**config.mk**
```make
export PLATFORM = sky130hd
export DESIGN_NAME = ballot_collector
export DESIGN_NICKNAME = d
export VERILOG_FILES = /design/src/rtl/ballot_collector.sv
export SDC_FILE = /design/constraint.sdc
export NUM_CORES = 1
export LEC_CHECK = 0
export BUFFER_PORTS_ARGS = -buffer_cell sky130_fd_sc_hd__buf_2
export CAP_MARGIN = 20
export CORE_MARGIN = 3
export CORE_UTILIZATION = 34
export CTS_CLUSTER_SIZE = 40
export DETAILED_ROUTE_END_ITERATION = 8
export GPL_TIMING_DRIVEN = 0
export SYNTH_ARGS = -nofsm -noshare
export SYNTH_HDL_FRONTEND = slang
export SYNTH_SLANG_ARGS = --single-unit
```
**constraint.sdc**
```tcl
create_clock -name clk -period 3.8 [get_ports clk]
set_input_delay 0.19 -clock clk [delete_from_list [all_inputs] [get_ports clk]]
set_output_delay 0.19 -clock clk [all_outputs]
set_load 0.05 [all_outputs]
```
**src/rtl/ballot_collector.sv**
```systemverilog
// Ballot collector: gathers one locked yes/no vote per voter per session and presents the vote vector.
// Latency: a press sampled at edge k is visible after edge k; votes_valid rises on the edge that latches the last vote.
// Backpressure: the result is held in DONE until votes_ack; start is only honoured in IDLE. Optional timer via BALLOT_TIMEOUT_EN.
module ballot_collector #(
    parameter int PERSON  = 3,
    parameter int TIMEOUT = 255
) (
    input  logic                        clk,
    input  logic                        reset,
    input  logic                        start,
    input  logic [PERSON-1:0]           yes_btn,
    input  logic [PERSON-1:0]           no_btn,
    input  logic                        votes_ack,
    output logic [PERSON-1:0]           votes,
    output logic [PERSON-1:0]           voted,
    output logic [$clog2(PERSON+1)-1:0] yes_count,
    output logic                        votes_valid,
    output logic                        busy,
    output logic                        timed_out
);

    localparam int CW = $clog2(PERSON + 1);

    // Reject nonsensical configurations at elaboration time.
    if (PERSON < 1 || TIMEOUT < 2) begin : g_param_check
        $error("ballot_collector: PERSON must be >= 1 and TIMEOUT >= 2");
    end

    typedef enum logic [1:0] {
        ST_IDLE = 2'd0,
        ST_OPEN = 2'd1,
        ST_DONE = 2'd2
    } state_t;

    state_t              r_state;
    state_t              w_state_nxt;
    logic [PERSON-1:0]   r_votes;
    logic [PERSON-1:0]   r_voted;
    logic [CW-1:0]       r_yes_count;
    logic [PERSON-1:0]   w_press;
    logic [PERSON-1:0]   w_votes_nxt;
    logic [PERSON-1:0]   w_voted_nxt;
    logic [CW-1:0]       w_yes_cnt_nxt;
    logic                w_all_voted;
    logic                w_timeout_hit;

`ifdef BALLOT_TIMEOUT_EN
    localparam int          TW    = (TIMEOUT > 2) ? $clog2(TIMEOUT) : 1;
    localparam logic [TW-1:0] T_TOP = TW'(TIMEOUT - 1);

    logic [TW-1:0] r_timer;
    logic          r_timed_out;
`endif

    // Per-voter acceptance: only unvoted voters with exactly one button pressed are latched.
    always_comb begin
        w_press     = ~r_voted & (yes_btn ^ no_btn);
        w_votes_nxt = r_votes | (w_press & yes_btn);
        w_voted_nxt = r_voted | w_press;
        w_all_voted = &w_voted_nxt;
    end

    // Popcount of the vote vector about to be registered, so yes_count tracks votes exactly.
    always_comb begin
        w_yes_cnt_nxt = '0;
        for (int i = 0; i < PERSON; i++) begin
            w_yes_cnt_nxt = w_yes_cnt_nxt + CW'(w_votes_nxt[i]);
        end
    end

    // Timeout fires on the last permitted OPEN cycle only if that cycle's presses leave someone unvoted.
`ifdef BALLOT_TIMEOUT_EN
    always_comb begin
        w_timeout_hit = (r_timer == T_TOP) && !w_all_voted;
    end
`else
    always_comb begin
        w_timeout_hit = 1'b0;
    end
`endif

    // FSM state register.
    always_ff @(posedge clk) begin
        if (!reset) begin
            r_state <= ST_IDLE;
        end else begin
            r_state <= w_state_nxt;
        end
    end

    // FSM next-state logic; completion and timeout both leave OPEN on the same edge that samples the presses.
    always_comb begin
        w_state_nxt = r_state;
        case (r_state)
            ST_IDLE: if (start)                        w_state_nxt = ST_OPEN;
            ST_OPEN: if (w_all_voted || w_timeout_hit) w_state_nxt = ST_DONE;
            ST_DONE: if (votes_ack)                    w_state_nxt = ST_IDLE;
            default:                                   w_state_nxt = ST_IDLE;
        endcase
    end

    // FSM outputs decoded from the registered state only.
    always_comb begin
        votes_valid = (r_state == ST_DONE);
        busy        = (r_state == ST_OPEN);
    end

    // Vote datapath: cleared on start, updated while OPEN, frozen in DONE and kept through IDLE.
    always_ff @(posedge clk) begin
        if (!reset) begin
            r_votes     <= '0;
            r_voted     <= '0;
            r_yes_count <= '0;
        end else begin
            case (r_state)
                ST_IDLE: begin
                    if (start) begin
                        r_votes     <= '0;
                        r_voted     <= '0;
                        r_yes_count <= '0;
                    end
                end
                ST_OPEN: begin
                    r_votes     <= w_votes_nxt;
                    r_voted     <= w_voted_nxt;
                    r_yes_count <= w_yes_cnt_nxt;
                end
                default: begin
                end
            endcase
        end
    end

`ifdef BALLOT_TIMEOUT_EN
    // Session timer counts OPEN cycles from 0; timed_out records why the session closed.
    always_ff @(posedge clk) begin
        if (!reset) begin
            r_timer     <= '0;
            r_timed_out <= 1'b0;
        end else begin
            case (r_state)
                ST_IDLE: begin
                    if (start) begin
                        r_timer     <= '0;
                        r_timed_out <= 1'b0;
                    end
                end
                ST_OPEN: begin
                    if (r_timer != T_TOP) begin
                        r_timer <= r_timer + 1'b1;
                    end
                    r_timed_out <= w_timeout_hit;
                end
                default: begin
                end
            endcase
        end
    end

    // Timed-out flag drives straight from its register.
    always_comb begin
        timed_out = r_timed_out;
    end
`else
    // Without the timer a session can only end by full participation.
    always_comb begin
        timed_out = 1'b0;
    end
`endif

    // Vote outputs drive straight from their registers.
    always_comb begin
        votes     = r_votes;
        voted     = r_voted;
        yes_count = r_yes_count;
    end

endmodule

```
==> impl_metrics.json, run 1 <==
{
  "timing.clock.skew_ns": 0.00672,
  "rr_endpoint": "yes_count[0]$_SDFFE_PN0P_",
  "synth_adder_area_share_pct": 3.98,
  "final-seq-area_um2": 200,
  "finalHoldViolations": 0,
  "met3_length_um": 78,
  "worstReg2RegStart": "voted[1]$_SDFFE_PN0P_",
  "final-max-slew-violation-count": 0,
  "insertedDiodeCount": 0,
  "topRoutingLayerUsed": "met4",
  "multi_input_area_um2": 288,
  "fmax_mhz": 628,
  "status": "finished, final reports clean",
  "mappedNetlistArea_um2": 503,
  "ir_worst_vdd_mv": 0.194,
  "globalRouteTotalUtil_pct": 12.5,
  "worst_setup_path_endpoint": "yes_count[0]$_SDFFE_PN0P_",
  "critical_path.startpoint_type": "flop",
  "yosys_register_bits": 10,
  "final-setup-viol-count": 0,
  "worst_setup_path_startpoint": "voted[1]$_SDFFE_PN0P_",
  "post_synth_and_or_nand_nor_area_fraction_pct": 23.4,
  "timing.critical_path.fanout_max": 4,
  "number_of_global_route_vias_before_repair": 409,
  "numPortBuffers": 19,
  "grt_overflow": 0,
  "met1_length_um": 521,
  "synth-seq-area-share_pct": 39.8,
  "fin_nets": 90,
  "timing.reg2reg.worst_path_depth": 5,
  "drt_first_iter_violations": 8,
  "fp.coreArea_mm2": 0.00135,
  "nFillCells": 141,
  "cts_buffers": 3,
  "postCtsResizedCells": 0,
  "hpwl_um": 827,
  "synth_warn": 0,
  "cts_num_sinks": 10,
  "netlist_instances": 55,
  "synthMuxAreaShare_pct": 0,
  "final_antenna_net_count": 0,
  "place.gp.congestion": 0.717,
  "min_period_ns": 1.59,
  "p_leak_nw": 0.282,
  "period_share_pct": 41.9,
  "rsz0062_at_grt": "no",
  "final_layout_size_suffix_gt1_share_pct": 31.2,
  "synth-compound-area-share_pct": 23.9,
  "drv_cap": 0,
  "detail_route.wirelength_mm": 1.07,
  "r2r_setup_slack_ns": 2.21,
  "final_instance_area_um2": 639,
  "wl_met2_um": 459,
  "rows": 13,
  "crit_path_end_kind": "flop",
  "synth_area_per_cell_um2": 9.15,
  "fp.dieH_um": 44.5,
  "timing.setup.critical_path_class": "flop to flop",
  "first_pass_iters": 4,
  "min-delay-path-class": "input port to flop",
  "worst_path_required_time_ns": 3.95,
  "clk-insertion-delay-late_ns": 0.26,
  "cp.arrival_ns": 1.74,
  "syn_nets": 66,
  "ys_types": 23,
  "cts_root_buffer": "sky130_fd_sc_hd__clkbuf_4",
  "number_of_antenna_violations_at_the_first_check_in_global_routing": 0,
  "wl_per_cell_um": 11.6,
  "post-route-drc-count": 0,
  "start_util_pct": 37.3,
  "cts.reportedPaths.clkPinSlew_ns": 0.06,
  "syn_to_final_growth_pct": 27.1,
  "cts_htree_levels": 1,
  "placed_area_um2": 617,
  "grt_max_degree": 11,
  "cts-hold-fix-buffers": 0,
  "postCtsSetupRepairBufs": 0,
  "design.portCount": 21,
  "setup_total_negative_slack_ns": 0,
  "clock_tree.buffer_depth": 2,
  "combinational_family_with_the_most_area_after_synthesis": "compound AO/OA/AOI/OAI gates",
  "first_pass_grt_wire_length_mm": 1.78,
  "fp.dieArea_mm2": 0.00198,
  "chipWidth_um": 44.5,
  "routed-via-count": 460,
  "synth-xor-area-share_pct": 5.22,
  "power-per-cell-area_mw_per_mm2": 404,
  "cts_tree": "yes",
  "drt-vias-per-instance": 5.00
}
final cells by class:
class                   instances  share of cell area, %
multi-input cells              42                   45.0
plain buffers                   2                   1.76
well taps                      15                   2.94
inverters                       1                  0.587
flip-flops and latches         10                   31.3
clock buffers                   3                   3.52
repair buffers                 19                   14.9
critical path: stages, from the launching register on:
cell,delay [ns]
sky130_fd_sc_hd__dfxtp_1,0.33
sky130_fd_sc_hd__nor3b_1,0.35
sky130_fd_sc_hd__nor2_1,0.10
sky130_fd_sc_hd__fa_1,0.51
sky130_fd_sc_hd__o2bb2ai_1,0.06
sky130_fd_sc_hd__and2_1,0.14
sequential cells by signal (all words and copies together) (netlist names):
signal / flops
r_state: 2
voted: 3
votes: 3
yes_count: 2
cells by family (layout without fill, tap and decap cells):
logic type / count (synthesis) / in the layout
buf+inv: 3 / 25
fa+ha+maj: 1 / 1
flops: 10 / 10
simple gates: 20 / 20
xor+xnor: 3 / 3
compound gates: 17 / 17
other cells: 1 / 1
power by group:
group | switching [W] | internal, W
Sequential | 0.00000606 | 0.000112
Combinational | 0.0000478 | 0.0000233
Clock | 0.0000332 | 0.0000364
Total | 0.0000871 | 0.000171
synth_stat cells:
cell type / n / area share (%)
sky130_fd_sc_hd__nor2_1: 3 / 2.2
sky130_fd_sc_hd__nand3b_1: 1 / 1.5
sky130_fd_sc_hd__nand2_1: 3 / 2.2
sky130_fd_sc_hd__or3b_1: 1 / 1.7
sky130_fd_sc_hd__o221a_2: 1 / 2.2
sky130_fd_sc_hd__nor2b_1: 5 / 6.2
sky130_fd_sc_hd__a22oi_1: 3 / 4.5
sky130_fd_sc_hd__a21boi_0: 3 / 4.5
sky130_fd_sc_hd__o21bai_1: 1 / 1.5
sky130_fd_sc_hd__xor2_1: 3 / 5.2
sky130_fd_sc_hd__buf_4: 1 / 1.5
sky130_fd_sc_hd__conb_1: 1 / 0.75
sky130_fd_sc_hd__o2bb2ai_1: 2 / 3.5
sky130_fd_sc_hd__clkbuf_1: 1 / 0.75
sky130_fd_sc_hd__nor3b_1: 3 / 4.5
sky130_fd_sc_hd__o211ai_1: 1 / 1.5
sky130_fd_sc_hd__dfxtp_1: 10 / 40
sky130_fd_sc_hd__o22ai_1: 1 / 1.2
sky130_fd_sc_hd__and2_1: 2 / 2.5
sky130_fd_sc_hd__o21ai_0: 5 / 5.0
sky130_fd_sc_hd__inv_1: 1 / 0.75
sky130_fd_sc_hd__fa_1: 1 / 4.0
sky130_fd_sc_hd__nand2b_1: 2 / 2.5
how the worst min path moves through the flow:
| stage | start | to | cells past startpoint |
|---|---|---|---|
| floorplan | start | r_state[0]$_SDFFE_PN0P_ | 1 |
| global placement | votes_ack | r_state[1]$_SDFFE_PN0P_ | 3 |
| detailed placement | votes_ack | r_state[1]$_SDFFE_PN0P_ | 3 |
| CTS | votes_ack | r_state[1]$_SDFFE_PN0P_ | 3 |
| global route | votes_ack | r_state[1]$_SDFFE_PN0P_ | 3 |
| finish | votes_ack | r_state[1]$_SDFFE_PN0P_ | 3 |
per-layer routing:
layer / up-vias / track usage [%]
met5: - / 0
met4: 0 / 3.61
met3: 2 / 7.32
li1: 235 / -
met2: 18 / 17.2
met1: 205 / 16.4
metrics by stage:
stage	power (W)	setup WS, ns	cells	hold slack, ns	util [%]
3_3_place_gp	0.000191	2.22	89	0.472	45.7
2_1_floorplan	0.000172	2.11	55	0.375	-
6_report	0.000258	2.21	92	0.211	47.4
5_1_grt	0.000276	2.07	92	0.222	47.4
4_1_cts	0.000263	2.19	92	0.206	47.4
3_5_place_dp	0.000192	2.20	89	0.473	45.7
cell usage in the layout, fill, tap and decap left out, types with 2 or more instances in the layout:
cell type                   synthesis  final
sky130_fd_sc_hd__buf_2              0     19
sky130_fd_sc_hd__dfxtp_1           10     10
sky130_fd_sc_hd__nor2b_1            5      5
sky130_fd_sc_hd__o21ai_0            5      5
sky130_fd_sc_hd__nor3b_1            3      3
sky130_fd_sc_hd__nor2_1             3      3
sky130_fd_sc_hd__xor2_1             3      3
sky130_fd_sc_hd__a22oi_1            3      3
sky130_fd_sc_hd__nand2_1            3      3
sky130_fd_sc_hd__a21boi_0           3      3
sky130_fd_sc_hd__clkbuf_4           0      3
sky130_fd_sc_hd__nand2b_1           2      2
sky130_fd_sc_hd__o2bb2ai_1          2      2
sky130_fd_sc_hd__and2_1             2      2
Power figures use the tool's default switching activity.
==> run 2: changes to the inputs <==
==> constraint.sdc (replaced) <==
create_clock -name clk -period 1.45 [get_ports clk]
set_input_delay 0.0725 -clock clk [delete_from_list [all_inputs] [get_ports clk]]
set_output_delay 0.0725 -clock clk [all_outputs]
set_load 0.05 [all_outputs]
==> impl_metrics.json, run 2 (synthesized netlist as in run 1, its figures left out) <==
{
  "status": "finished with violations",
  "violated_checks": "setup timing",
  "finalHoldViolations": 0,
  "timing.clock.skew_ns": 0.00237,
  "critPathMaxStageDelay_ns": 0.55,
  "drt-vias-per-instance": 4.99,
  "power-per-cell-area_mw_per_mm2": 1050,
  "timing.setup.critical_path_class": "flop to flop",
  "rows": 13,
  "globalRouteTotalUtil_pct": 14.0,
  "worst_setup_path_startpoint": "voted[1]$_SDFFE_PN0P_",
  "p_leak_nw": 0.331,
  "chipWidth_um": 44.5,
  "wl_per_cell_um": 12.4,
  "drv_cap": 0,
  "final-setup-viol-count": 1,
  "syn_to_final_growth_pct": 49.0,
  "final_common_cell": "sky130_fd_sc_hd__buf_2",
  "first_pass_iters": 4,
  "place.gp.congestion": 0.811,
  "final-max-slew-violation-count": 0,
  "numPortBuffers": 19,
  "insertedDiodeCount": 0,
  "crit_path_end_kind": "flop",
  "detail_route.wirelength_mm": 1.22,
  "worst_path_required_time_ns": 1.62,
  "final_instance_area_um2": 749,
  "grt_max_degree": 11,
  "min-delay-path-class": "input port to flop",
  "grt_overflow": 0,
  "cts_root_buffer": "sky130_fd_sc_hd__clkbuf_4",
  "ir_worst_vdd_mv": 0.641,
  "hold_path_startpoint": "votes_ack",
  "worstReg2RegStart": "voted[1]$_SDFFE_PN0P_",
  "final_core_util_pct": 55.5,
  "fin_nets": 95,
  "critical_path.slowest_cell": "sky130_fd_sc_hd__fa_1",
  "fp.coreArea_mm2": 0.00135,
  "critical_path.top_delay_family": "adder cells",
  "cts_tree": "yes",
  "fin_worst_hold_slack_ns": 0.0915,
  "start_util_pct": 37.3,
  "fp.dieArea_mm2": 0.00198,
  "routed-via-count": 489,
  "most-common-layout-cells": "18 x sky130_fd_sc_hd__buf_2, 6 x sky130_fd_sc_hd__buf_4, 5 x sky130_fd_sc_hd__nor2b_1, 5 x sky130_fd_sc_hd__o21ai_0",
  "period_share_pct": 103,
  "cp.arrival_ns": 1.66,
  "clock_tree.buffer_depth": 2,
  "rsz0062_at_grt": "yes",
  "drt_first_iter_violations": 5,
  "design.portCount": 21,
  "final_layout_size_suffix_gt1_share_pct": 50.6,
  "nFillCells": 136,
  "path_cells": "nor3b_4 > nor2_2 > fa_1 > o2bb2ai_1 > and2_1",
  "min_period_ns": 1.49,
  "first_pass_grt_wire_length_mm": 1.95,
  "post-route-worst-setup-slack_ns": -0.0433,
  "fp.dieH_um": 44.5,
  "cts.reportedPaths.clkPinSlew_ns": 0.07,
  "fmax_mhz": 670,
  "critical_path.startpoint_type": "flop",
  "hpwl_um": 906,
  "cts_htree_levels": 1,
  "number_of_antenna_violations_at_the_first_check_in_global_routing": 0,
  "final_antenna_net_count": 0,
  "number_of_global_route_vias_before_repair": 446,
  "cts_buffers": 3,
  "placed_area_um2": 647,
  "critPathBufInv": 0,
  "clk-insertion-delay-late_ns": 0.27,
  "timing.critical_path.fanout_max": 2,
  "post-route-drc-count": 0,
  "cts_num_sinks": 10
}
[run 2: cell types whose count changed in the layout (fill, tap and decap cells not counted), moves of 3 or more]
| cell | previous run | this run |
|---|---|---|
| sky130_fd_sc_hd__nor2_1 | 3 | 0 |
| sky130_fd_sc_hd__dfxtp_2 | 0 | 3 |
| sky130_fd_sc_hd__nor3b_1 | 3 | 0 |
| sky130_fd_sc_hd__dfxtp_1 | 10 | 4 |
| sky130_fd_sc_hd__dfxtp_4 | 0 | 3 |
| sky130_fd_sc_hd__nor3b_4 | 0 | 3 |
| sky130_fd_sc_hd__buf_4 | 1 | 6 |
| sky130_fd_sc_hd__nor2_2 | 0 | 3 |
[run 2: what timing repair did]
action                     in CTS  in global routing
pin swaps                       3                  5
resized for setup               3                  4
setup endpoints to repair       1                  2
setup buffers                   1                  4
cloned                          0                  0
hold buffers                    0                  0
[run 2: path summary, 6_finish.rpt]
path	endpoint	slack, ns	cells past startpoint
worst max-delay path	yes_count[0]$_SDFFE_PN0P_	-0.04	5
worst min-delay path	r_state[1]$_SDFFE_PN0P_	0.09	3
worst max register to register	yes_count[0]$_SDFFE_PN0P_	-0.04	5
worst min register to register	votes[0]$_SDFFE_PN0P_	0.49	2
[run 2: area by class of cell]
type	count	area [um^2]	area share (%)
multi-input combinational	42	329	43.9
buffer	2	11.3	1.50
inverter	1	3.75	0.501
sequential	10	215	28.7
timing repair buffer	24	135	18.0
clock buffer	4	36.3	4.84
tap	15	18.8	2.50
[run 2: metrics by stage]
| step | TNS (ns) | total power [W] | worst slack [ns] | cells |
|---|---|---|---|---|
| final | -0.0433 | 0.000788 | -0.0433 | 98 |
| after global routing | -0.108 | 0.000835 | -0.0882 | 98 |
| after CTS | -0.0498 | 0.000779 | -0.0498 | 94 |
| after detailed placement | -0.0467 | 0.000507 | -0.0467 | 89 |
| after global placement | -0.0361 | 0.000505 | -0.0361 | 89 |
| after floorplan | -0.0264 | 0.000453 | -0.0264 | 55 |
[run 2: per-layer routing]
layer / GRT usage, % / vias up / share of wire [%]
met5: 0 / - / 0
met1: 16.6 / 217 / 45
met3: 7.32 / 2 / 8.4
li1: - / 249 / -
met2: 21.2 / 21 / 46
met4: 5.42 / 0 / 0.82
[run 2: worst register-to-register path, delay by kind of cell, from the launching register on]
kind                       cells  cell delay [ns]
DFF                            1             0.35
AOI/OAI and AO/OA              1             0.06
adders and majority gates      1             0.55
and+or+nand+nor                3             0.43
[run 2: report_power, final]
part / switching (W) / leakage (nW) / internal, W
sequential: 0.0000173 / 0.0852 / 0.000292
combinational: 0.000137 / 0.225 / 0.0000820
clock: 0.000106 / 0.0210 / 0.000153
total: 0.000261 / 0.331 / 0.000527
